**src/rtl/hazard_pkg.sv**
```systemverilog
// hazard_pkg: forward select encodings and stall FSM states for hazard_forward_unit
package hazard_pkg;
  localparam logic [1:0] FWD_RF  = 2'd0;
  localparam logic [1:0] FWD_MEM = 2'd1;
  localparam logic [1:0] FWD_WB  = 2'd2;
  typedef enum logic {ST_IDLE, ST_STALL} state_e;
endpackage

```
**src/rtl/sat_counter.sv**
```systemverilog
// sat_counter: saturating event counter with synchronous reset and clear
//   clk_i, rst_i: clock and sync active-high reset; clr_i: clear (beats inc_i);
//   inc_i: count this cycle; cnt_o: current count, sticks at all-ones
module sat_counter #(
  parameter int W = 16
) (
  input  logic         clk_i,
  input  logic         rst_i,
  input  logic         clr_i,
  input  logic         inc_i,
  output logic [W-1:0] cnt_o
);
  logic [W-1:0] r_cnt;
  always_ff @(posedge clk_i) begin
    if (rst_i || clr_i) r_cnt <= '0;
    else if (inc_i && r_cnt != '1) r_cnt <= r_cnt + 1'b1;
  end
  assign cnt_o = r_cnt;
endmodule

```
**src/rtl/hazard_forward_unit.sv**
```systemverilog
// hazard_forward_unit: MEM/WB operand forwarding, load-use stall FSM and event counters
//   id_*: decode-stage sources; ex_*/mem_*/wb_*: producer stages; cnt_clr_i: clear counters
//   rs/rt_muxcontrol_o: EX operand select; stall_o/flush_ex_o: front-end hold + bubble
//   stall_cnt_o/fwd_cnt_o: saturating stall-cycle and forward-cycle counts
module hazard_forward_unit
  import hazard_pkg::*;
#(
  parameter int ADDR_W      = 3,
  parameter int LOAD_LAT    = 1,
  parameter int ZERO_REG_EN = 1,
  parameter int CNT_W       = 16
) (
  input  logic              clk_i,
  input  logic              rst_i,
  input  logic [ADDR_W-1:0] id_rs_addr_i,
  input  logic [ADDR_W-1:0] id_rt_addr_i,
  input  logic              id_rs_used_i,
  input  logic              id_rt_used_i,
  input  logic [ADDR_W-1:0] ex_rs_addr_i,
  input  logic [ADDR_W-1:0] ex_rt_addr_i,
  input  logic [ADDR_W-1:0] ex_write_addr_i,
  input  logic              ex_regwrite_i,
  input  logic              ex_memread_i,
  input  logic [ADDR_W-1:0] mem_write_addr_i,
  input  logic              mem_regwrite_i,
  input  logic              mem_memread_i,
  input  logic [ADDR_W-1:0] wb_write_addr_i,
  input  logic              wb_regwrite_i,
  input  logic              cnt_clr_i,
  output logic [1:0]        rs_muxcontrol_o,
  output logic [1:0]        rt_muxcontrol_o,
  output logic              stall_o,
  output logic              flush_ex_o,
  output logic [CNT_W-1:0]  stall_cnt_o,
  output logic [CNT_W-1:0]  fwd_cnt_o
);
  localparam int REM_W = $clog2(LOAD_LAT + 1);
  function automatic logic f_match(input logic we, input logic [ADDR_W-1:0] wa, input logic [ADDR_W-1:0] a);
    return we && wa == a && !(ZERO_REG_EN != 0 && a == '0);
  endfunction
  state_e           r_state, w_state_next;
  logic [REM_W-1:0] r_rem, w_rem_next;
  logic             w_hazard, w_stall;
  logic [1:0]       w_rs_sel, w_rt_sel;
  always_comb begin
    // a MEM-stage load has no result yet, so it falls through to WB or regfile
    w_rs_sel = rst_i ? FWD_RF
             : (f_match(mem_regwrite_i, mem_write_addr_i, ex_rs_addr_i) && !mem_memread_i) ? FWD_MEM
             : f_match(wb_regwrite_i, wb_write_addr_i, ex_rs_addr_i) ? FWD_WB : FWD_RF;
    w_rt_sel = rst_i ? FWD_RF
             : (f_match(mem_regwrite_i, mem_write_addr_i, ex_rt_addr_i) && !mem_memread_i) ? FWD_MEM
             : f_match(wb_regwrite_i, wb_write_addr_i, ex_rt_addr_i) ? FWD_WB : FWD_RF;
    // matching on the ID source is equivalent to matching the EX dest, zero-reg rule included
    w_hazard = ex_memread_i
             && ((id_rs_used_i && f_match(ex_regwrite_i, ex_write_addr_i, id_rs_addr_i))
             ||  (id_rt_used_i && f_match(ex_regwrite_i, ex_write_addr_i, id_rt_addr_i)));
    w_state_next = r_state;
    w_rem_next   = r_rem;
    if (r_state == ST_IDLE) begin
      if (w_hazard && LOAD_LAT > 1) begin
        w_state_next = ST_STALL;
        w_rem_next   = REM_W'(LOAD_LAT - 1);
      end
    end else begin
      w_rem_next = r_rem - 1'b1;
      if (r_rem == REM_W'(1)) w_state_next = ST_IDLE;
    end
    w_stall = !rst_i && (r_state == ST_STALL || w_hazard);
  end
  always_ff @(posedge clk_i) begin
    if (rst_i) begin
      r_state <= ST_IDLE;
      r_rem   <= '0;
    end else begin
      r_state <= w_state_next;
      r_rem   <= w_rem_next;
    end
  end
  assign rs_muxcontrol_o = w_rs_sel;
  assign rt_muxcontrol_o = w_rt_sel;
  assign stall_o         = w_stall;
  assign flush_ex_o      = w_stall;
  sat_counter #(.W(CNT_W)) u_stall_cnt (
    .clk_i(clk_i), .rst_i(rst_i), .clr_i(cnt_clr_i), .inc_i(w_stall), .cnt_o(stall_cnt_o)
  );
  sat_counter #(.W(CNT_W)) u_fwd_cnt (
    .clk_i(clk_i), .rst_i(rst_i), .clr_i(cnt_clr_i), .inc_i(w_rs_sel != FWD_RF || w_rt_sel != FWD_RF),
    .cnt_o(fwd_cnt_o)
  );
endmodule
```
**config.mk**
```make
export PLATFORM = sky130hd
export DESIGN_NAME = hazard_forward_unit
export DESIGN_NICKNAME = d
export VERILOG_FILES = /design/src/rtl/hazard_pkg.sv /design/src/rtl/sat_counter.sv /design/src/rtl/hazard_forward_unit.sv
export SDC_FILE = /design/constraint.sdc
export NUM_CORES = 1
export LEC_CHECK = 0
export BUFFER_PORTS_ARGS = -buffer_cell sky130_fd_sc_hd__buf_2
export CORE_ASPECT_RATIO = 0.8
export CORE_MARGIN = 2
export CORE_UTILIZATION = 45
export DETAILED_ROUTE_END_ITERATION = 10
export GPL_ROUTABILITY_DRIVEN = 1
export PLACE_DENSITY = 0.73
export SLEW_MARGIN = 30
export SYNTH_ARGS = -nofsm -noshare
export SYNTH_HDL_FRONTEND = slang
export SYNTH_SLANG_ARGS = --single-unit
```
**constraint.sdc**
```tcl
create_clock -name clk_i -period 3.2 [get_ports clk_i]
set_clock_uncertainty 0.05 [all_clocks]
set_input_delay 0.16 -clock clk_i [delete_from_list [all_inputs] [get_ports clk_i]]
set_output_delay 0.16 -clock clk_i [all_outputs]
set_load 0.01 [all_outputs]
```
==> results of run 1 <==
[report_power, final]
group          switching (mW)  leakage, nW  internal [mW]
clock network           0.158       0.0472          0.173
logic                  0.0490        0.647         0.0369
registers            0.000521        0.274          0.423
[flip-flops by register name (all words and copies together) (netlist names)]
name,count
u_fwd_cnt.cnt_o,16
u_stall_cnt.cnt_o,16
r_state,1
r_rem,1
[cell type report]
| cell class | instances | area (sq um) |
|---|---|---|
| Sequential cell | 34 | 680.7 |
| Inverter | 2 | 7.507 |
| Fill cell | 396 | 1737 |
| Tap cell | 57 | 71.32 |
| Multi-Input combinational cell | 202 | 1212 |
| Timing Repair Buffer | 69 | 347.8 |
| Clock inverter | 2 | 12.51 |
| Clock buffer | 6 | 82.58 |
[synthesized netlist by cell type, types with 2 or more instances]
library cell and number:
a21oi_1 17, a31o_2 2, and2_1 2, and3_1 10
and4_1 3, clkbuf_1 5, dfxtp_1 34, ha_1 2
inv_1 2, nand2_1 22, nand3_1 16, nand4_1 9
nand4b_1 2, nor2_1 27, nor2b_1 3, nor3_1 9
nor3b_1 2, nor4_1 2, o211ai_1 2, o21ai_0 13
o21bai_1 3, or3_1 9, or4_1 3, xnor2_1 25
[tightest hold or removal path, stage by stage]
cell	delay [ns]
buf_2	0.09
nor2_1	0.10
o211ai_1	0.10
nand2_1	0.05
[cells in the final DEF, fill, tap and decap left out, types with 3 or more instances in the layout]
master,instances
clkbuf_8,6
nor2b_1,3
o21ai_0,13
and4_1,3
nor3_1,9
dfxtp_1,34
nand4_1,9
or4_1,3
nor2_1,27
a21oi_1,17
xnor2_1,25
nand2_1,22
buf_2,68
or3_1,9
and3_1,10
o21bai_1,3
nand3_1,16
[worst paths after layout]
check	cells after the start	from	endpoint	slack (ns)
worst max-delay path	7	u_fwd_cnt.cnt_o[0]$_SDFFE_PP0P_	u_fwd_cnt.cnt_o[6]$_SDFFE_PP0P_	0.93
worst min-delay path	4	cnt_clr_i	u_fwd_cnt.cnt_o[3]$_SDFFE_PP0P_	0.21
worst max register to register	7	u_fwd_cnt.cnt_o[0]$_SDFFE_PP0P_	u_fwd_cnt.cnt_o[6]$_SDFFE_PP0P_	0.93
worst min register to register	1	r_rem$_SDFFE_PP0P_	r_state$_SDFF_PP0_	0.40
[logic make-up after synthesis]
kind of cell | Yosys count
adder cells (fa/ha/maj) | 2
flip-flops | 34
AND/OR/NAND/NOR | 123
XOR/XNOR | 26
buffers and inverters | 11
AO/OA/AOI/OAI | 51
[stage by stage]
stage | hold WS, ns | power (mW) | instance area (sq um) | instances | utilization [%]
2_1_floorplan | 0.3415 | 0.4835 | 1941 | 247 | -
6_report | 0.2131 | 0.8410 | 2415 | 372 | 58.17
3_3_place_gp | 0.3734 | 0.5181 | 2320 | 364 | 55.88
5_1_grt | 0.2335 | 0.8803 | 2415 | 372 | 58.17
4_1_cts | 0.2002 | 0.8493 | 2415 | 372 | 58.17
3_5_place_dp | 0.3868 | 0.5192 | 2320 | 364 | 55.88
[per-layer routing]
layer  global-route usage (%)  routed length [microns]  vias to the layer above
met5                        0                        0                        -
li1                         -                        -                     1031
met4                    5.134                       39                        0
met1                    26.91                     2378                      940
met3                    4.624                      207                        5
met2                    30.33                     2043                       48
==> results.rst, run 1 <==
.. list-table::
   :header-rows: 1

   * - Metric
     - Value
   * - DP Worst Slack
     - 0.9774 ns
   * - Synthesized-area fraction occupied by ao, oa, aoi and oai cells
     - 16.57%
   * - Overall routed net length
     - 4668 microns
   * - EDFF count, synth
     - 0
   * - Growth of design area from synthesis to finish
     - 24.44%
   * - Max IR drop VDD
     - 0.2092 mV
   * - Largest family of logic cells by synthesized area
     - simple AND/OR/NAND/NOR gates
   * - Global-route wire length before repair
     - 7928 microns
   * - Maximum fanout along the worst path
     - 23
   * - Static Leakage
     - 0.9682 nW
   * - Type of the most critical hold path
     - in2reg
   * - Average cell area after synthesis
     - 7.857 sq um
   * - Result of the run
     - complete, no violations
   * - CORE AREA
     - 4151 sq um
   * - Clock buffer depth
     - 2
   * - Cell family contributing the most delay on the critical path
     - simple AND/OR/NAND/NOR gates
   * - Via total after detailed routing
     - 2024
   * - Post-synthesis cell count
     - 247
   * - Number of global-route vias before repair
     - 1824
   * - Reported max-cap violation count
     - 0
   * - Fin. max-slew vios
     - 0
   * - PostCTS Resize Cnt
     - 0
   * - Die Height
     - 62.74 microns
   * - Slowest cell on the critical path
     - a21o_1
   * - Total clock buffers created by CTS
     - 5
   * - Starting utilization of the core area
     - 46.75%
   * - Clock insertion delay at the later pin of the skew report
     - 0.28 ns
   * - Average vias per placed instance
     - 5.441
   * - Number of I/O pins
     - 69
   * - Hold Vio Cnt, Final
     - 0
   * - Placer congestion estimate
     - 0.7736
   * - Setup TNS Final
     - 0 ns
   * - Drt drc
     - 0
   * - Maximum number of pins on one net before global-route repair
     - 32
   * - Number of port buffers
     - 68
   * - CTS tree
     - done
   * - Drt first-iter violations
     - 71
   * - Ratio of cells with drive above 1 in the final layout
     - 25.71%
   * - Required arrival time at the worst endpoint
     - 3.29 ns
   * - Adder-Cell Fraction of Synth Area
     - 1.289%
   * - Max_slew headroom
     - 59.55%
   * - Hold bufs inserted after CTS
     - 0
   * - Count of final setup violators
     - 0
   * - Die Area
     - 4857 sq um
   * - Post-CTS Setup Bufs
     - 0
   * - Crit path capture type
     - register
   * - Dominant register cell in the synthesized netlist
     - dfxtp_1
   * - Layout net count
     - 347
   * - Number of antenna violations at the first check in global routing
     - 0
   * - Library cells used by synthesis
     - 47
   * - Period utilization
     - 70.82%
   * - Slack of the critical path
     - 0.9338 ns
   * - Post-DR wirelength/cell
     - 12.55 microns
   * - First drt pass iteration count
     - 4
   * - P per Cell Area
     - 348.2 nW/um^2
   * - Post-synthesis instance area
     - 1941 sq um
   * - Multiplexer share of the synthesized area
     - 0%
   * - Area share of the largest cell type after synthesis
     - 35.07%
   * - Xor-xnor portion of the synthesized cell area
     - 11.73%
   * - Yosys synthesis warning count
     - 0
   * - Buffers plus inverters on the worst setup path
     - 0
   * - #FFs+latches synth
     - 34
   * - Yosys top cell by area
     - dfxtp_1
   * - Slowest Stage Delay on Critical Path
     - 0.44 ns
   * - Final global-route overflow total
     - 0
   * - GR Util All Layers
     - 19.42%
   * - Crit Path Class
     - reg2reg
   * - Antenna Violating Nets Remaining
     - 0
   * - FP Rows
     - 21
   * - Transition time at the pin with the least slew margin
     - 0.6068 ns
   * - Max Fclk
     - 441.3 MHz
   * - Startpoint type of the worst setup path
     - register
   * - Post-detailed-placement half-perimeter wirelength
     - 3466 microns
   * - Sequential area share after synthesis
     - 35.07%
   * - Synthesized netlist net count
     - 280
   * - Die span in x
     - 77.42 microns
   * - RSZ-0062 raised after global routing
     - false
   * - Clk slew on worst S/H paths
     - 0.07 ns
   * - Clock Tree Root
     - clkbuf_8
   * - H-tree Lvls
     - 2
   * - Minimum clock period
     - 2.266 ns
   * - Number of antenna cells inserted
     - 0
   * - Data arrival time of the worst path
     - 2.36 ns
   * - Synth Area in Simple Gates
     - 32.88%
   * - Clock sink count
     - 34
   * - Area contributors post-synth
     - dfxtp_1 35%, xnor2_1 11%, nor2_1 5.2%, a21oi_1 4.4%, nand2_1 4.3%
   * - Async set or reset register ratio after synthesis
     - 0%
   * - Ordered list of cells on the worst path
     - ha_1, nand3_1, nor2_1, and3_1, a21o_1, or3_1, a21oi_1
No activity file was read; power rests on OpenSTA's default activity.
==> run 2, diff against run 1 <==
==> constraint.sdc (replaced) <==
create_clock -name clk_i -period 2.15 [get_ports clk_i]
set_clock_uncertainty 0.05 [all_clocks]
set_input_delay 0.1075 -clock clk_i [delete_from_list [all_inputs] [get_ports clk_i]]
set_output_delay 0.1075 -clock clk_i [all_outputs]
set_load 0.01 [all_outputs]
==> results.rst, run 2 (same netlist as run 1, synthesis figures left out) <==
.. list-table::
   :header-rows: 1

   * - Metric
     - Value
   * - H-tree Lvls
     - 2 (unchanged)
   * - Final instance area
     - 2492 sq um (+3.2%)
   * - Worst-case hold slack
     - 0.1103 ns (-0.1028 ns)
   * - Commonest cells after routing, fill and taps aside
     - 68 x buf_2, 34 x dfxtp_1, 27 x nor2_1, 25 x xnor2_1, 22 x nand2_1
   * - Placer congestion estimate
     - 0.7883 (+1.9%)
   * - Layout net count
     - 354 (+2.0%)
   * - Capture instance of the worst register-to-register path
     - u_fwd_cnt.cnt_o[8]$_SDFFE_PP0P_
   * - Type of the most critical hold path
     - in2reg
   * - Fin. max-slew vios
     - 0 (unchanged)
   * - Reported max-cap violation count
     - 0 (unchanged)
   * - Die Height
     - 62.74 microns (unchanged)
   * - CORE AREA
     - 4151 sq um (unchanged)
   * - Max IR drop VDD
     - 0.3110 mV (+49%)
   * - Max_slew headroom
     - 73.77% (+14 points)
   * - Transition time at the pin with the least slew margin
     - 0.3920 ns (-0.2148 ns)
   * - Most frequent standard cell in the layout excluding fill and tap cells
     - buf_2
   * - Clock sink count
     - 34 (unchanged)
   * - GR Util All Layers
     - 19.42% (about the same)
   * - Total clock buffers created by CTS
     - 5 (unchanged)
   * - Instance count along the most critical hold path
     - 3 (-1)
   * - Antenna Violating Nets Remaining
     - 0 (unchanged)
   * - Number of port buffers
     - 68 (unchanged)
   * - Startpoint type of the worst setup path
     - register
   * - Overall routed net length
     - 4703 microns (+0.75%)
   * - Ratio of cells with drive above 1 in the final layout
     - 27.95% (+2.2 points)
   * - CTS tree
     - done
   * - Minimum clock period
     - 2.003 ns (-0.2631 ns)
   * - End point of the critical path
     - u_fwd_cnt.cnt_o[8]$_SDFFE_PP0P_
   * - Post-DR wirelength/cell
     - 12.41 microns (-1.1%)
   * - Data arrival time of the worst path
     - 2.17 ns (-0.19 ns)
   * - FP Rows
     - 21 (unchanged)
   * - Required arrival time at the worst endpoint
     - 2.32 ns (-0.97 ns)
   * - Period utilization
     - 93.17% (+22 points)
   * - Worst Setup SP
     - u_fwd_cnt.cnt_o[0]$_SDFFE_PP0P_
   * - Crit path capture type
     - register
   * - Result of the run
     - complete, no violations
   * - R2r startpoint
     - u_fwd_cnt.cnt_o[0]$_SDFFE_PP0P_
   * - Fill cells
     - 383 (-3.3%)
   * - Final global-route overflow total
     - 0 (unchanged)
   * - Maximum fanout along the worst path
     - 23 (unchanged)
   * - P per Cell Area
     - 542.9 nW/um^2 (+56%)
   * - First drt pass iteration count
     - 4 (unchanged)
   * - Via total after detailed routing
     - 2038 (+0.69%)
   * - RSZ-0062 raised after global routing
     - false
   * - Average vias per placed instance
     - 5.377 (-1.2%)
   * - Number of antenna violations at the first check in global routing
     - 0 (unchanged)
   * - Starting utilization of the core area
     - 46.75% (unchanged)
   * - Clock buffer depth
     - 2 (unchanged)
   * - Number of I/O pins
     - 69 (unchanged)
   * - Die Area
     - 4857 sq um (unchanged)
   * - Drt drc
     - 0 (unchanged)
   * - Hold Vio Cnt, Final
     - 0 (unchanged)
   * - Growth of design area from synthesis to finish
     - 28.43%
   * - Placement-stage cell area
     - 2372 sq um (+2.3%)
   * - Crit Path Class
     - reg2reg
   * - Number of antenna cells inserted
     - 0 (unchanged)
   * - Setup TNS Final
     - 0 ns (unchanged)
   * - Static Leakage
     - 1.008 nW (+4.1%)
   * - Maximum number of pins on one net before global-route repair
     - 28 (-13%)
   * - Drt first-iter violations
     - 118 (+66%)
   * - Die span in x
     - 77.42 microns (unchanged)
   * - Max Fclk
     - 499.2 MHz (+13%)
   * - Flop2flop setup slack
     - 0.15 ns (-0.79 ns)
   * - Count of final setup violators
     - 0 (unchanged)
   * - Number of global-route vias before repair
     - 1804 (-1.1%)
   * - Path depth of the worst reg2reg path
     - 7 (unchanged)
   * - Clk slew on worst S/H paths
     - 0.08 ns (about the same)
   * - Global-route wire length before repair
     - 7914 microns (-0.18%)
   * - Clock Tree Root
     - clkbuf_8
   * - Clock insertion delay at the later pin of the skew report
     - 0.28 ns (about the same)
   * - Post-detailed-placement half-perimeter wirelength
     - 3454 microns (-0.36%)
-- run 2: routing by layer --
metal	up-vias	track usage, %	part of all wire, %
li1	1048	-	-
met3	7	4.046	5.3
met4	0	6.250	1.2
met5	-	0	0
met1	924	27.02	50
met2	59	30.11	43
-- run 2: where the power goes --
part           total (mW)  switching [mW]  internal, mW
registers           0.631        0.000767         0.630
logic               0.134          0.0752        0.0590
clock network       0.588           0.244         0.345
total                1.35           0.319          1.03
-- run 2: what timing repair did --
item | 4_1_cts | 5_1_grt
gates resized for setup | 1 | 1
endpoints found under the setup margin | 1 | 6
cloned | 0 | 0
setup buffers | 0 | 0
hold buffers | 0 | 0
-- run 2: how the worst min path moves through the flow --
| stage | start | to | slack, ns |
|---|---|---|---|
| global placement | r_rem$_SDFFE_PP0P_ | r_state$_SDFF_PP0_ | 0.38 |
| finish | cnt_clr_i | u_fwd_cnt.cnt_o[5]$_SDFFE_PP0P_ | 0.11 |
| floorplan | cnt_clr_i | u_stall_cnt.cnt_o[1]$_SDFFE_PP0P_ | 0.29 |
| detailed placement | r_rem$_SDFFE_PP0P_ | r_state$_SDFF_PP0_ | 0.40 |
| global route | cnt_clr_i | u_fwd_cnt.cnt_o[4]$_SDFFE_PP0P_ | 0.12 |
| CTS | cnt_clr_i | u_fwd_cnt.cnt_o[5]$_SDFFE_PP0P_ | 0.11 |
-- run 2: cell type report --
type	instances	area, sq um	area share [%]
Clock buffer	5	68.82	2.761
Clock inverter	3	45.04	1.807
Inverter	2	7.507	0.3012
Multi-Input combinational cell	202	1219	48.90
Sequential cell	34	680.7	27.31
Tap cell	57	71.32	2.861
Timing Repair Buffer	76	400.4	16.06
-- run 2: per-stage QoR --
| stage | power [mW] | util (%) | worst slack (ns) | std cells |
|---|---|---|---|---|
| floorplan | 0.7197 | - | 0.2215 | 247 |
| global placement | 0.7752 | 57.14 | 0.1146 | 371 |
| detailed placement | 0.7777 | 57.14 | 0.01329 | 371 |
| CTS | 1.371 | 59.92 | 0.07213 | 379 |
| global route | 1.419 | 60.04 | 0.001368 | 379 |
| finish | 1.353 | 60.04 | 0.1469 | 379 |
-- run 2: worst max-delay path, cell delays in order, from the launching register on --
cell     delay [ns]
dfxtp_1        0.35
ha_1           0.27
nand3_2        0.13
nor2_1         0.06
and3_1         0.18
a21o_2         0.31
or4_1          0.43
a21oi_1        0.15
